===== src/rtl/pcie_rx_tlp_demux.sv =====
// Receive-side TLP classifier for the 7-series PCIe RX AXI-stream: routes MRd/MWr
// to the request stream and Cpl/CplD to the completion stream, discards the rest.

module pcie_rx_tlp_fifo #(
  parameter int DATA_W = 82
) (
  input  logic              clk,
  input  logic              flush,
  input  logic              push,
  input  logic [DATA_W-1:0] din,
  input  logic              ready,
  output logic              valid,
  output logic              full,
  output logic [DATA_W-1:0] dout
);

  logic [DATA_W-1:0] mem [2];
  logic              wr_ptr;
  logic              rd_ptr;
  logic [1:0]        count;
  logic              pop;

  assign valid = (count != 2'd0);
  assign full  = (count == 2'd2);
  assign pop   = valid & ready;
  // Storage is never cleared, so the payload is masked while the buffer is empty
  assign dout  = valid ? mem[rd_ptr] : '0;

  always_ff @(posedge clk) begin
    if (flush) begin
      wr_ptr <= 1'b0;
      rd_ptr <= 1'b0;
      count  <= 2'd0;
    end else begin
      if (push) wr_ptr <= ~wr_ptr;
      if (pop)  rd_ptr <= ~rd_ptr;
      case ({push, pop})
        2'b10:   count <= count + 2'd1;
        2'b01:   count <= count - 2'd1;
        default: count <= count;
      endcase
    end
  end

  always_ff @(posedge clk) begin
    if (push) mem[wr_ptr] <= din;
  end

endmodule

module pcie_rx_tlp_demux #(
  parameter int C_DATA_WIDTH = 64,
  parameter int KEEP_WIDTH   = C_DATA_WIDTH / 8,
  parameter int CNT_WIDTH    = 16
) (
  input  logic                    user_clk,
  input  logic                    user_reset,
  input  logic                    user_lnk_up,
  input  logic [C_DATA_WIDTH-1:0] m_axis_rx_tdata,
  input  logic [KEEP_WIDTH-1:0]   m_axis_rx_tkeep,
  input  logic                    m_axis_rx_tlast,
  input  logic                    m_axis_rx_tvalid,
  output logic                    m_axis_rx_tready,
  input  logic [21:0]             m_axis_rx_tuser,
  output logic [C_DATA_WIDTH-1:0] req_tdata,
  output logic [KEEP_WIDTH-1:0]   req_tkeep,
  output logic                    req_tlast,
  output logic                    req_tsof,
  output logic [7:0]              req_bar_hit,
  output logic                    req_tvalid,
  input  logic                    req_tready,
  output logic [C_DATA_WIDTH-1:0] cpl_tdata,
  output logic [KEEP_WIDTH-1:0]   cpl_tkeep,
  output logic                    cpl_tlast,
  output logic                    cpl_tsof,
  output logic                    cpl_tvalid,
  input  logic                    cpl_tready,
  output logic [CNT_WIDTH-1:0]    drop_count,
  output logic [CNT_WIDTH-1:0]    poison_count
);

  localparam int ENTRY_W = C_DATA_WIDTH + KEEP_WIDTH + 10;

  typedef enum logic [1:0] {IDLE, PASS_REQ, PASS_CPL, DROP} state_t;

  function automatic logic [CNT_WIDTH-1:0] sat_inc(input logic [CNT_WIDTH-1:0] v);
    return (&v) ? v : v + CNT_WIDTH'(1);
  endfunction

  state_t             state;
  state_t             state_nxt;
  logic               flush;
  logic               accept;
  logic               sof;
  logic [1:0]         fmt;
  logic [4:0]         typ;
  logic               is_mem;
  logic               is_cpl;
  logic               is_poison;
  logic               req_push;
  logic               cpl_push;
  logic               drop_inc;
  logic               poison_inc;
  logic               req_full;
  logic               cpl_full;
  logic [7:0]         bar_hold;
  logic [7:0]         push_bar;
  logic [ENTRY_W-1:0] push_entry;
  logic [ENTRY_W-1:0] req_dout;
  logic [ENTRY_W-1:0] cpl_dout;
  logic [7:0]         cpl_unused_bar;
  logic               unused_tuser;

  assign unused_tuser = ^{m_axis_rx_tuser[21:10], m_axis_rx_tuser[0], cpl_unused_bar};

  assign flush     = user_reset | ~user_lnk_up;
  assign fmt       = m_axis_rx_tdata[30:29];
  assign typ       = m_axis_rx_tdata[28:24];
  assign is_mem    = (typ == 5'b00000);
  assign is_cpl    = (typ == 5'b01010) && ((fmt == 2'b00) || (fmt == 2'b10));
  assign is_poison = m_axis_rx_tdata[14] | m_axis_rx_tuser[1];

  // Ready never looks at tdata, so it is stable while the core holds a beat
  always_comb begin
    m_axis_rx_tready = 1'b0;
    if (user_reset) begin
      m_axis_rx_tready = 1'b0;
    end else if (!user_lnk_up) begin
      m_axis_rx_tready = 1'b1;
    end else begin
      case (state)
        IDLE:     m_axis_rx_tready = ~req_full & ~cpl_full;
        PASS_REQ: m_axis_rx_tready = ~req_full;
        PASS_CPL: m_axis_rx_tready = ~cpl_full;
        DROP:     m_axis_rx_tready = 1'b1;
        default:  m_axis_rx_tready = 1'b0;
      endcase
    end
  end

  assign accept = m_axis_rx_tvalid & m_axis_rx_tready & ~flush;

  always_comb begin
    state_nxt  = state;
    sof        = 1'b0;
    req_push   = 1'b0;
    cpl_push   = 1'b0;
    drop_inc   = 1'b0;
    poison_inc = 1'b0;
    case (state)
      IDLE: begin
        if (accept) begin
          sof = 1'b1;
          if (is_poison) begin
            poison_inc = 1'b1;
            if (!m_axis_rx_tlast) state_nxt = DROP;
          end else if (is_mem) begin
            req_push = 1'b1;
            if (!m_axis_rx_tlast) state_nxt = PASS_REQ;
          end else if (is_cpl) begin
            cpl_push = 1'b1;
            if (!m_axis_rx_tlast) state_nxt = PASS_CPL;
          end else begin
            drop_inc = 1'b1;
            if (!m_axis_rx_tlast) state_nxt = DROP;
          end
        end
      end
      PASS_REQ: begin
        req_push = accept;
        if (accept && m_axis_rx_tlast) state_nxt = IDLE;
      end
      PASS_CPL: begin
        cpl_push = accept;
        if (accept && m_axis_rx_tlast) state_nxt = IDLE;
      end
      DROP: begin
        if (accept && m_axis_rx_tlast) state_nxt = IDLE;
      end
      default: state_nxt = IDLE;
    endcase
  end

  always_ff @(posedge user_clk) begin
    if (flush) state <= IDLE;
    else       state <= state_nxt;
  end

  // bar_hit is captured on the SOF beat and reused for the rest of the TLP
  always_ff @(posedge user_clk) begin
    if (sof) bar_hold <= m_axis_rx_tuser[9:2];
  end

  assign push_bar   = sof ? m_axis_rx_tuser[9:2] : bar_hold;
  assign push_entry = {m_axis_rx_tdata, m_axis_rx_tkeep, m_axis_rx_tlast, sof, push_bar};

  always_ff @(posedge user_clk) begin
    if (user_reset) begin
      drop_count   <= '0;
      poison_count <= '0;
    end else begin
      if (drop_inc)   drop_count   <= sat_inc(drop_count);
      if (poison_inc) poison_count <= sat_inc(poison_count);
    end
  end

  pcie_rx_tlp_fifo #(.DATA_W(ENTRY_W)) u_req_fifo (
    .clk   (user_clk),
    .flush (flush),
    .push  (req_push),
    .din   (push_entry),
    .ready (req_tready),
    .valid (req_tvalid),
    .full  (req_full),
    .dout  (req_dout)
  );

  pcie_rx_tlp_fifo #(.DATA_W(ENTRY_W)) u_cpl_fifo (
    .clk   (user_clk),
    .flush (flush),
    .push  (cpl_push),
    .din   (push_entry),
    .ready (cpl_tready),
    .valid (cpl_tvalid),
    .full  (cpl_full),
    .dout  (cpl_dout)
  );

  assign {req_tdata, req_tkeep, req_tlast, req_tsof, req_bar_hit} = req_dout;
  assign {cpl_tdata, cpl_tkeep, cpl_tlast, cpl_tsof, cpl_unused_bar} = cpl_dout;

endmodule


===== config.mk =====
export PLATFORM = sky130hd
export DESIGN_NAME = pcie_rx_tlp_demux
export DESIGN_NICKNAME = d
export VERILOG_FILES = /design/src/rtl/pcie_rx_tlp_demux.sv
export SDC_FILE = /design/constraint.sdc
export NUM_CORES = 1
export LEC_CHECK = 0
export BUFFER_PORTS_ARGS = -buffer_cell sky130_fd_sc_hd__buf_2
export CAP_MARGIN = 20
export CORE_AREA = 2 2 159 161
export CTS_BUF_LIST = sky130_fd_sc_hd__clkbuf_8 sky130_fd_sc_hd__clkbuf_16
export CTS_CLUSTER_SIZE = 30
export DETAILED_ROUTE_END_ITERATION = 10
export DIE_AREA = 0 0 161 163
export HOLD_SLACK_MARGIN = 0.03
export PLACE_DENSITY = 0.81
export SYNTH_ARGS = -nofsm -noshare
export SYNTH_HDL_FRONTEND = slang
export SYNTH_SLANG_ARGS = --single-unit

===== constraint.sdc =====
create_clock -name user_clk -period 7.9 [get_ports user_clk]
set_input_delay 0.395 -clock user_clk [delete_from_list [all_inputs] [get_ports user_clk]]
set_output_delay 0.395 -clock user_clk [all_outputs]
set_load 0.05 [all_outputs]

== After elaboration in Yosys (flattened, before gate mapping) ==
Memories as Yosys holds them, arrays and structs flattened. A register that Yosys moved wholly into a read port is not among the register bits.
Index checks and enable logic that the tools add are counted.
Word-level totals
  flip-flop bits (word level): 50
  memory bits (writable): 328
  bits of input ports: 101
  output and inout bits: 191
  word-level logic and storage cells: 110
  memories: 2
Memory list
  u_cpl_fifo.mem: words 2, bits a word 82, rd ports 1, clocked after Yosys merged registers in 1, wr ports 1, RTL line 17  | logic [DATA_W-1:0] mem [2];
  u_req_fifo.mem: words 2, bits a word 82, rd ports 1, clocked after Yosys merged registers in 1, wr ports 1, RTL line 17
Operators by class
  add/subtract/negate cells: 6
  equality and inequality tests: 15
  multiplexer cells: 44
  bitwise logic cells: 17
  reductions and logical operators: 16
Operators with widths (number)
  $mux 82: 2
  $add 16x1->16 const B: 2
  $reduce_and 16->1: 2
  $mux 1: 27
  $mux 2: 8
  $eq 2x2->1 const B: 7
  $pmux 2 s2: 3
  $not 1->1: 10
  $mux 8: 1
  $ne 4x4->1 const B: 2
  $reduce_bool 2->1: 4
  $eq 2x1->1 const B: 3
  $and 1x1->1: 5
  $eq 5x4->1 const B: 1
  $logic_not 5->1: 1
  $add 2x1->2 const B: 2
  $logic_not 2->1: 2
  $pmux 1 s2: 2
  $pmux 1 s4: 1
  $reduce_and 2->1: 2
  $reduce_and 4->1: 1
  $sub 2x1->2 const B: 2
  $reduce_or 3->1: 1
  $logic_and 1x1->1: 2
  4 further kinds: 5

== Logic depth before layout (Yosys ltp) ==
  word-level depth: 12
  depth in mapped cells: 8
  gate-level depth less buffers: 8

== Modules after synthesis ==
A second synthesis with hierarchy kept.
Unflattened totals
  cells, all modules: 1004
  area, all modules: 14858.0 µm²
By module, submodules not included
  pcie_rx_tlp_fifo: instances 2, cells an instance 371, area an instance 6379.9 µm², sequential area each 5024.8 µm²
  pcie_rx_tlp_demux: instances 1, cells an instance 262, area an instance 2098.3 µm², sequential area each 840.8 µm²

== Worst setup path before layout ==
Ideal clock, no wire load.
  path kind: input to register
  from: in user_reset
  to: mem u_req_fifo.mem[0][0] (enable)
  setup time: 0.523 ns
  data arrival time: 4.825 ns
  required time: 7.377 ns
  path slack: 2.552 ns
  cell stages on the path: 5
  buffers on the path: 0
  path through: nand2b_1 a2111o_1 nor3_1 inv_1 nor2_1
Between the ends
  longest elaborated chain between the ends: 7
  elaborated cells between the ends (all ways): 9
  classes of those cells: 5 x mux; 4 x bitwise
RTL lines
  from (decl): RTL line 57  | input logic user_reset,
  $mux 1 or $or 1x1->1 (tied branches): RTL line 126, 116
  $and 1x1->1 or $not 1->1 (tied branches): RTL line 141  | assign accept = m_axis_rx_tvalid & m_axis_rx_tready & ~flush;
  $and 1x1->1 (*): RTL line 141
  $mux 1: RTL line 152  | if (accept) begin
  $pmux 1 s2 (*): RTL line 150  | case (state)
  $mux 1 (*): RTL line 46  | if (push) mem[wr_ptr] <= din;
  $mux 1 (implied by the code) (*): RTL line 46
  to (decl): RTL line 17
Mark *: on every way between the ends. The rest lies on a longest branch, timed or not.

== Worst setup path after layout ==
  from: in user_reset
  to: mem u_req_fifo.mem[0][64] (enable)
Same word-level chain as after synthesis.

==> summary.md <==
| Metric | Value |
|---|---|
| RePlAce Congestion | `0.801` |
| H-tree depth | `2` |
| Synth Flop Type | `edfxtp_1` |
| Skew final | `0.0177 ns` |
| Number of antenna violations at the first check in global routing | `3` |
| Detailed Route WL | `30600 um` |
| Worst EP required | `about 8.0 ns` |
| Drt first pass iters | `7` |
| Cell taking the most area after synthesis | `edfxtp_1` |
| # DRC | `0` |
| Die height | `163 um` |
| Crit path arrival time | `around 3.9 ns` |
| Top post-synthesis cells by count | `edfxtp_1 (312), nor2_1 (185), mux2i_1 (156), dfxtp_1 (52), clkbuf_1 (33)` |
| Wirelength per Cell | `19.2 um` |
| Largest net degree at the start of global routing | `61` |
| Rel. slew slack | `0.247` |
| Post-DP HPWL | `18600 um` |
| Fin. max-slew vios | `0` |
| Share of the synthesized area in the top cell type | `0.659` |
| Fin. Hold Viols | `0` |
| Hold depth | `1` |
| Asr flop ratio synth | `0` |
| CTS tree | `done` |
| Core Rows | `58` |
| Most frequent cell after synthesis | `edfxtp_1` |
| Area growth from synthesis to layout | `19.8%` |
| Total gr overflow | `0` |
| Synth Register Bits | `roughly 360` |
| Final Power | `3.73 mW` |
| Die width | `between 150 and 200 um` |
| Vias per inst | `5.57` |
| MaxCap Viol Count | `0` |
| Share of layout cells above drive strength 1 | `0.287` |
| Area occupied by multi-input gates | `3600 um2` |
| Tot GR Track Use | `0.230` |
| Worst Hold Path EP | `u_cpl_fifo.mem[0][48]` |
| Netlist Area Pre-Place | `14200 um2` |
| Worst-Margin Slew | `1.13 ns` |
| Nets | `1344` |
| Final design instance area without fill | `17000 um2` |
| Worst min-delay path class | `in -> reg` |
| Port buffer count | `278` |
| Max FO, Critical Path | `56` |
| Initial core utilization | `0.576` |
| Finished Core Util | `0.690` |
| Top post-synthesis cells by area | `edfxtp_1 (66%), mux2i_1 (11%), dfxtp_1 (7.3%)` |
| Launch point of the worst reg-to-reg path | `u_cpl_fifo.count[0]` |
| RSZ-0062 raised after global routing | `false` |
| Static Leak | `6.15 nW` |
| Worst R2R Path Depth | `6` |
| CTS resizes | `0` |
| Average cell area after synthesis | `14.8 um2` |
| Fillcell total | `1715` |
| Die ar. | `26200 um2` |
| Final setup vio count | `0` |
| Hold_sp | `m_axis_rx_tdata[30]` |
| Pwr Density | `219 nW/um2` |
| Io pins | `292` |
| Placed cell areas | `~16000 um2` |
| Final setup TNS | `0 ns` |
| CP startpoint kind | `input port` |
| Final period util | `0.476` |
| Distinct cell type count after synthesis | `47` |
| Synth warn | `0` |
| Gate Count Post-Synth | `963` |
| Clock transition at path regs | `0.06 ns` |
| Seq. cell area | `10400 um2` |
| Clock tree buffer depth | `3` |
| Post-CTS Setup Bufs | `0` |
| Fmax | `266 MHz` |
| DRT iter0 DRCs | `just over 500` |
| Vias in the first global route | `8725` |
| Number of synthesized flops with an enable pin | `roughly 310` |
| Final worst path period need | `between 3 and 4 ns` |
| Maximum VDD drop | `roughly 0.15 mV` |
| Core Area | `24700 um2` |
| CTS root buffer | `clkbuf_16` |
| R2R setup slack | `4.27 ns` |
| Seq/Total Area, Yosys | `0.732` |
| Clk_lat worst skew | `~0.5 ns` |
| Reg-to-reg endpoint | `u_req_fifo.mem[0][64]` |
| CP Class | `in -> reg` |
| Syn nets | `1068` |
| First-pass GRT wire length | `46700 um` |
| Final ANT Viol Nets | `0` |
| Sink Count | `364` |
| Total number of vias | `8892` |
| Post-CTS Hold Buffers | `0` |
| Crit end category | `flop` |
| Status | `finished, final reports clean` |
| Num CTS Buffers | `36` |
sequential cells by signal (all words and copies together) (netlist names), named ones only:
| signal | flops |
|---|---|
| state | 2 |
| u_req_fifo.mem | 164 |
| u_cpl_fifo.wr_ptr | 1 |
| u_req_fifo.wr_ptr | 1 |
| poison_count | 16 |
| u_cpl_fifo.mem | 148 |
| u_req_fifo.rd_ptr | 1 |
| bar_hold | 8 |
| u_cpl_fifo.count | 2 |
| u_cpl_fifo.rd_ptr | 1 |
| drop_count | 16 |
| u_req_fifo.count | 2 |
stage by stage:
step	std cells	hold slack (ns)	setup WS [ns]
floorplan	963	0.457	2.55
global placement	1531	0.470	3.66
detailed placement	1531	0.470	3.57
CTS	1593	0.0804	4.10
global route	1595	0.0866	3.82
finish	1596	0.0979	4.14
layout make-up:
cell class,instances,share of cell area
diodes,3,0.000441
repair buffers,288,0.0861
clock buffers,39,0.0566
multi-input cells,534,0.211
flip-flops and latches,364,0.612
well taps,330,0.0242
clock inverters,23,0.00639
inverters,15,0.00331
worst max-delay path by stage:
stage | start | end | slack, ns | cells past startpoint
final | user_reset | u_req_fifo.mem[0][64] | 4.14 | 7
after global routing | user_reset | u_req_fifo.mem[0][64] | 3.82 | 7
after CTS | user_reset | u_req_fifo.mem[0][64] | 4.10 | 7
after detailed placement | user_reset | u_req_fifo.mem[0][23] | 3.57 | 7
after global placement | user_reset | u_req_fifo.mem[0][52] | 3.66 | 7
after floorplan | user_reset | u_req_fifo.mem[0][0] | 2.55 | 5
power breakdown:
group	internal [mW]	leakage, nW	switching [mW]
Combinational	0.0284	2.35	0.0490
Clock	0.877	0.565	0.669
Sequential	2.10	3.23	0.00357
Total	3.00	6.15	0.721
placed cells by master (no fill, tap or decap), drive strengths merged, types with 2 or more instances in the layout:
cell type	synthesis	routed
a31oi	3	3
nor2b	3	3
nand3	16	16
nand4	6	6
and2	5	5
mux2i	156	156
or4	17	17
or3	7	7
a21o	2	2
o31ai	16	16
nor2	185	185
a21oi	29	29
nand2	12	12
o21ai	9	9
nor4	5	5
nor3	11	11
and3	3	3
ha	4	4
xnor2	6	6
diode	0	3
a211o	2	2
buf	17	288
clkinv	0	8
mux2	13	13
nor3b	2	2
clkbuf	33	39
clkinvlp	0	2
or2	3	3
inv	15	28
dfxtp	52	52
edfxtp	312	312
xor2	2	2
critical path, stage by stage:
cell and delay (ns):
buf_2 0.32, nand2b_1 0.49, a2111o_1 0.57, nor3_1 0.42, inv_1 0.17, nor2_4 0.68, buf_4 0.78
per-layer routing:
metal | up-vias | track usage | wire length, um
li1 | 4132 | - | -
met1 | 4381 | 0.288 | 12100
met2 | 333 | 0.395 | 15400
met3 | 44 | 0.0606 | 2490
met4 | 2 | 0.0714 | 626
met5 | - | 0 | 12
cell families (layout without fill, tap and decap cells):
family | after synthesis | in the layout | share of synthesized area
and+or+nand+nor | 282 | 282 | 0.0897
buffers and inverters | 65 | 365 | 0.0173
adders and majority gates | 4 | 4 | 0.00352
xor gates and xnor gates | 8 | 8 | 0.00493
AOI/OAI and AO/OA | 71 | 71 | 0.0321
other | 0 | 3 | 0
muxes | 169 | 169 | 0.120
DFF | 364 | 364 | 0.732
Power figures use the tool's default switching activity.
